**src/rtl/change_dispenser.sv**
```systemverilog
// Refund controller for a vending machine: on a refund request it pays out the
// pending credit as dollar coins first, then quarters, through a handshaked coin hopper.
module change_dispenser #(
    parameter int PULSE_CYCLES = 4,
    parameter int TIMEOUT      = 255
) (
    input  logic       clk,
    input  logic       rst,
    input  logic       refund,
    input  logic [7:0] credit,
    input  logic       hopper_ready,
    output logic       clear_credit,
    output logic       dispense_dollar,
    output logic       dispense_quarter,
    output logic [6:0] remaining,
    output logic       busy,
    output logic       done,
    output logic       fault
);

    typedef enum logic [2:0] {
        IDLE,
        CHECK,
        PULSE,
        DONE,
        FAULT
    } state_t;

    state_t     state;
    logic       refund_prev;
    logic       armed;
    logic [3:0] pulse_cnt;
    logic [7:0] wait_cnt;
    logic       refund_edge;

    // armed stays low until refund is seen low, so a button held through reset is not an edge
    assign refund_edge = refund & ~refund_prev & armed;

    always_ff @(posedge clk) begin
        if (rst) begin
            state            <= IDLE;
            refund_prev      <= 1'b0;
            armed            <= 1'b0;
            pulse_cnt        <= '0;
            wait_cnt         <= '0;
            remaining        <= '0;
            clear_credit     <= 1'b0;
            dispense_dollar  <= 1'b0;
            dispense_quarter <= 1'b0;
            busy             <= 1'b0;
            done             <= 1'b0;
            fault            <= 1'b0;
        end else begin
            refund_prev  <= refund;
            clear_credit <= 1'b0;
            done         <= 1'b0;
            if (!refund) begin
                armed <= 1'b1;
            end

            case (state)
                IDLE: begin
                    if (refund_edge) begin
                        busy <= 1'b1;
                        if (credit[7]) begin
                            state <= FAULT;
                            fault <= 1'b1;
                        end else if (credit == 8'd0) begin
                            state <= DONE;
                            done  <= 1'b1;
                        end else begin
                            state        <= CHECK;
                            remaining    <= credit[6:0];
                            clear_credit <= 1'b1;
                            pulse_cnt    <= '0;
                            wait_cnt     <= '0;
                        end
                    end
                end

                CHECK: begin
                    if (remaining == 7'd0) begin
                        state <= DONE;
                        done  <= 1'b1;
                    end else if (hopper_ready) begin
                        // Coin choice is latched into the dispense outputs for the whole pulse
                        state            <= PULSE;
                        pulse_cnt        <= '0;
                        wait_cnt         <= '0;
                        dispense_dollar  <= (remaining >= 7'd4);
                        dispense_quarter <= (remaining < 7'd4);
                    end else if (wait_cnt == 8'(TIMEOUT - 1)) begin
                        state <= FAULT;
                        fault <= 1'b1;
                    end else begin
                        wait_cnt <= wait_cnt + 8'd1;
                    end
                end

                PULSE: begin
                    if (pulse_cnt == 4'(PULSE_CYCLES - 1)) begin
                        state            <= CHECK;
                        dispense_dollar  <= 1'b0;
                        dispense_quarter <= 1'b0;
                        remaining        <= remaining - (dispense_dollar ? 7'd4 : 7'd1);
                    end else begin
                        pulse_cnt <= pulse_cnt + 4'd1;
                    end
                end

                DONE: begin
                    state <= IDLE;
                    busy  <= 1'b0;
                end

                FAULT: begin
                    fault            <= 1'b1;
                    busy             <= 1'b1;
                    dispense_dollar  <= 1'b0;
                    dispense_quarter <= 1'b0;
                end

                default: begin
                    state <= IDLE;
                    busy  <= 1'b0;
                end
            endcase
        end
    end

endmodule

```
**config.mk**
```make
export PLATFORM = sky130hd
export DESIGN_NAME = change_dispenser
export DESIGN_NICKNAME = d
export VERILOG_FILES = /design/src/rtl/change_dispenser.sv
export SDC_FILE = /design/constraint.sdc
export NUM_CORES = 1
export LEC_CHECK = 0
export CAP_MARGIN = 20
export CORE_MARGIN = 2
export CORE_UTILIZATION = 35
export DETAILED_ROUTE_END_ITERATION = 16
export PLACE_DENSITY = 0.61
export SETUP_SLACK_MARGIN = 0.4
export SYNTH_ARGS = -nofsm -noshare
export SYNTH_HDL_FRONTEND = slang
export SYNTH_SLANG_ARGS = --single-unit
export TNS_END_PERCENT = 100
```
**constraint.sdc**
```tcl
create_clock -name clk -period 3.6 [get_ports clk]
set_clock_uncertainty 0.05 [all_clocks]
set_input_delay 0.72 -clock clk [delete_from_list [all_inputs] [get_ports clk]]
set_output_delay 0.72 -clock clk [all_outputs]
set_load 0.02 [all_outputs]
```
After elaboration in Yosys (flattened, before gate mapping)
Cells that the tools add are included.
{"block": "word_totals", "reg_bits": 30, "out_inout_bits": 13, "mem_bits_rw": 0, "rom_bits": 0, "latch_bits": 0, "n_memories": 0}
{"block": "op_classes", "div_mod_pow": 0, "bitwise_logic": 7, "multipliers": 0, "n_eq_ne": 17, "n_reduce_logical": 17, "mux": 49, "shifts": 0, "n_lt_le_gt_ge": 2, "addsub": 3}
{"operator": "2-to-1 mux 8 bit", "n": 6}
{"operator": "2-to-1 mux 7 bit", "n": 4}
{"operator": "2-to-1 mux 4 bit", "n": 6}
{"operator": "2-to-1 mux 3 bit", "n": 7}
{"operator": "!= test 2 bit, second input constant", "n": 10}
{"operator": "2-to-1 mux 1 bit", "n": 16}
{"operator": "case mux 8 bit (2 select lines)", "n": 1}
{"operator": "case mux 7 bit (2 select lines)", "n": 1}
{"operator": "case mux 1 bit (3 select lines)", "n": 4}
{"operator": "case mux 3 bit (4 select lines)", "n": 1}
{"operator": "case mux 4 bit (3 select lines)", "n": 1}
{"operator": "AND reduction 6 bit", "n": 2}
{"operator": "nonzero test 3 bit", "n": 3}
{"operator": "adder 8 x 1 -> 8 bit, second input constant", "n": 1}
{"operator": "equality test 8 bit, second input constant", "n": 1}
{"operator": "zero test 8 bit", "n": 1}
{"operator": "AND reduction 4 bit", "n": 2}
{"operator": ">= comparator 7 x 3 -> 1 bit, second input constant", "n": 1}
{"operator": "zero test 7 bit", "n": 1}
{"operator": "less-than comparator 7 x 3 -> 1 bit, second input constant", "n": 1}
{"operator": "AND reduction 7 bit", "n": 1}
{"operator": "subtractor 7 x 3 -> 7 bit", "n": 1}
{"operator": "NOT 1 bit", "n": 5}
{"operator": "AND reduction 5 bit", "n": 1}
{"operator": "other kinds (15)", "n": 17}

Depth between registers and ports, before layout
{"block": "logic_depth", "depth_word": 5, "depth_mapped": 8}

Least setup slack after synthesis
No wires, ideal clock.
{"block": "synth_timing", "kind": "input -> register", "from": "input credit[3]", "to": "register remaining[1]", "stages": 6, "arrival_time_ps": 2149, "t_required_ps": 3422, "setup_ps": 128, "path_slack_ps": 1273, "cell_sequence": "nor4_1 -> nand4_1 -> o211ai_1 -> buf_2 -> mux2i_1 -> nor2_1"}
{"block": "synth_via", "elab_chain_len": 3}
{"element": "start: declaration", "line": "10", "source": "input logic [7:0] credit,"}
{"element": "zero test 8 bit", "line": "68", "source": "end else if (credit == 8'd0) begin"}
{"element": "!= test 2 bit (no source line)"}
{"element": "AND reduction 5 bit (no source line)"}
{"element": "end signal: assignment", "line": "73", "source": "remaining <= credit[6:0];"}
{"element": "end signal: assignment", "line": "105", "source": "remaining <= remaining - (dispense_dollar ? 7'd4 : 7'd1);"}
{"element": "end: declaration", "line": "15", "source": "output logic [6:0] remaining,"}
No other way between the ends.
A chain may end at the register's enable or synchronous reset.

Worst setup path after layout
{"block": "layout_timing", "from": "input credit[7]", "to": "register wait_cnt[7]"}
{"block": "layout_via", "elab_chain_len": 3}
{"element": "zero test 8 bit", "line": "68"}
{"element": "!= test 2 bit (no source line)"}
{"element": "AND reduction 6 bit (no source line) *"}
{"element": "end signal: assignment", "line": "96", "source": "wait_cnt <= wait_cnt + 8'd1;"}
{"element": "end: declaration", "line": "33", "source": "logic [7:0] wait_cnt;"}
Every way passes the cells marked *; elsewhere a longest branch is shown, timed or not.

==> results.py <==
metrics = {
    "synth": {
        "synth_fp_nets": 228,
        "synth_top_area_share_pct": 35.58,
        "yosys.cell_types.count": 52,
        "synthArstFlopShare_pct": 0,
        "synth.cell_area_sq_um": 1688,
        "synth_seq_cells": 30,
        "synth_cells": 210,
        "synth_area_leader_cell": "dfxtp_1",
        "synth-edff-count": 0,
        "ys.flop_type": "dfxtp_1",
        "syn_avg_cell_area_sq_um": 8.037,
        "netlist_top_cells_area": "dfxtp_1 36%, a21oi_1 6.2%, nor2_1 5.3%",
        "yosysSeqAreaShare_pct": 35.58,
        "synth-warning-count": 0,
    },
    "sta": {
        "rsz0062_at_grt": "no",
        "clock.fmax_mhz": 371.0,
        "final-hold-violation-count": 0,
        "fin_crit_ns": 2.696,
        "finalCritPeriodShare_pct": 74.88,
        "slew_headroom_pct": 37.63,
        "setup_viol": 0,
        "holdWs_ns": 0.4079,
        "setup_tns_ns": 0,
        "slew_violations": 0,
        "setup_ws_ns": 0.9044,
        "worstMarginPinSlew_ns": 0.9315,
    },
    "detailed_routing": {
        "drt-initial-drc-count": 91,
        "finalWirelength_mm": 3.980,
        "vias_per_cell": 5.478,
        "dr.pass1.iters": 4,
        "drc": 0,
        "detail-route-antenna-nets": 0,
        "avgRoutedWirePerCell_um": 13.58,
        "vias": 1605,
    },
    "critical_path": {
        "slowest_delay_ns": 0.50,
        "worst-path-max-fanout": 9,
        "cp.required_ns": 3.77,
        "startpoint_type": "input pin",
        "endpoint": "wait_cnt[7]",
        "cpMaxStageDelayCell": "clkdlybuf4s50_1",
        "rrSetupSlack_ns": 1.25,
        "worstPathCellList": "clkdlybuf4s50_1 -> or4_4 -> a211oi_4 -> o21ai_2 -> or4_1 -> a21oi_1",
        "crit_family": "simple AND/OR/NAND/NOR gates",
        "r2r_cells": 5,
        "arrival_ns": 2.87,
        "path_class": "input pin to register",
        "rr_startpoint": "state[0]",
        "r2r_end": "wait_cnt[7]",
        "cp.depth": 6,
        "critPathCaptureType": "register",
        "crit_buf_inv": 1,
        "crit_start": "credit[7]",
    },
    "clock_network": {
        "clkLatencyLatePin_ns": 0.29,
        "cts.sinks": 30,
        "post_cts.repair.setup_buffers": 0,
        "cts_resized": 0,
        "cts_tree": "yes",
        "clockBufferDepth": 2,
        "cts-root-buf": "clkbuf_8",
        "cts_buffers": 5,
        "cts.clk_slew.worst_paths_ns": 0.07,
        "htree_levels": 2,
        "hold_buffers": 0,
    },
    "grt": {
        "grt_pass1_wl_mm": 6.555,
        "gr-total-overflow": 0,
        "antenna_found_initial": 0,
        "grt_pass1_vias": 1455,
        "track_usage_pct": 15.55,
        "grt_max_degree": 22,
    },
    "power_and_ir_drop": {
        "powerDensity_nw_per_um2": 353.8,
        "p_leak_uw": 0.0007385,
        "ir_drop_uv": 124.0,
    },
    "run_status": {
        "outcome": "finished clean",
    },
    "cells_and_area": {
        "nFillCells": 486,
        "num_antenna_cells": 0,
        "layout_common_cells": "30 x dfxtp_1, 24 x nor2_1, 24 x clkdlybuf4s50_1, 21 x a21oi_1, 15 x nand2_1",
        "mostFrequentLayoutCell": "dfxtp_1",
        "drive_above_1_share_pct": 8.368,
        "num-nets-final": 256,
        "stdcell_area_sq_um": 2092,
        "syn_to_final_growth_pct": 23.94,
    },
    "placed_design": {
        "place_hpwl_mm": 2.840,
        "portBuffers": 24,
        "place.gp.congestion": 0.8049,
        "pre_cts_ws_ns": 0.6319,
        "postPlaceCellArea_sq_um": 1997,
    },
    "die": {
        "num_rows": 25,
        "dieArea_sq_um": 5394,
        "pin_count": 25,
        "die_h_um": 73.45,
        "initial_core_util_pct": 35.97,
        "core-area_sq_um": 4692,
        "die_w_um": 73.45,
    },
    "worst_hold_path": {
        "worstHoldPathType": "register to register",
    },
    "job": {
        "cap_viol_max_count": 0,
    },
}
-- tightest hold or removal path, stage by stage (launching register included) --
cell,delay [ns]
dfxtp_1,0.31
nand2_1,0.05
a21oi_1,0.05
-- per-layer routing --
metal  part of all wire (%)  wire [um]  global-route usage [%]  up-vias
li1                       -          -                       -      821
met1                     47       1874                   19.71      748
met2                     47       1877                   24.90       29
met3                    4.5        178                   4.801        7
met4                    1.3         51                   5.455        0
met5                      0          0                       0        -
-- flip-flops by register name, summed over array words and instances (netlist names) --
signal	flops
armed	1
busy	1
clear_credit	1
dispense_dollar	1
dispense_quarter	1
done	1
fault	1
pulse_cnt	4
refund_prev	1
remaining	7
state	3
wait_cnt	8
-- cell families after synthesis --
| logic type | Yosys count | synth area share [%] |
|---|---|---|
| AND/OR/NAND/NOR | 84 | 25.95 |
| XOR/XNOR | 6 | 3.113 |
| AO/OA/AOI/OAI | 63 | 24.98 |
| multiplexers | 3 | 1.779 |
| flip-flops | 30 | 35.58 |
| adder cells (fa/ha/maj) | 6 | 4.448 |
| buffers and inverters | 18 | 4.151 |
-- power breakdown --
group / leakage, uW / internal [uW] / switching [uW]
Sequential: 0.000243 / 342 / 10.9
Combinational: 0.000448 / 47.4 / 54.9
Clock: 0.0000472 / 153 / 132
Total: 0.000739 / 543 / 198
-- worst min-delay path by stage --
stage / startpoint / end / slack, ns / depth (start not counted)
floorplan: armed / armed / 0.38 / 2
global placement: fault / fault / 0.39 / 2
detailed placement: busy / busy / 0.40 / 2
CTS: busy / busy / 0.41 / 2
global route: dispense_quarter / dispense_quarter / 0.44 / 2
finish: busy / busy / 0.41 / 2
-- through the flow --
step	total power, uW	utilization [%]	instances
after global routing	774.1	44.59	293
after floorplan	420.9	-	210
after global placement	461.7	42.56	285
final	740.2	44.59	293
after detailed placement	461.9	42.56	285
after CTS	747.6	44.59	293
-- area by class of cell --
type / count / area, sq um / area share [%]
Timing Repair Buffer: 28 / 270.3 / 12.92
Sequential cell: 30 / 600.6 / 28.71
Multi-Input combinational cell: 162 / 1017 / 48.62
Clock inverter: 2 / 12.51 / 0.5981
Clock buffer: 6 / 82.58 / 3.947
Tap cell: 54 / 67.56 / 3.230
Inverter: 11 / 41.29 / 1.974
-- Yosys cell counts, types with 2 or more instances --
library cell and number:
inv_1 11, a31oi_1 3, a211oi_1 5, mux2i_1 3, o211ai_1 4, nor3_1 7, a21oi_1 21, nor2_1 24
o21ai_0 6, nand2b_1 2, o22ai_1 2, nor2b_1 5, dfxtp_1 30, nand4_1 2, clkbuf_1 3, o31ai_1 2
buf_1 2, xnor2_1 2, nand3_1 8, nand2_1 15, or3_1 4, o21ai_1 4, buf_2 2, ha_1 6
a21o_1 4, or2_1 2, nor4_1 3, xor2_1 4
(Power assumes the default switching activity.)
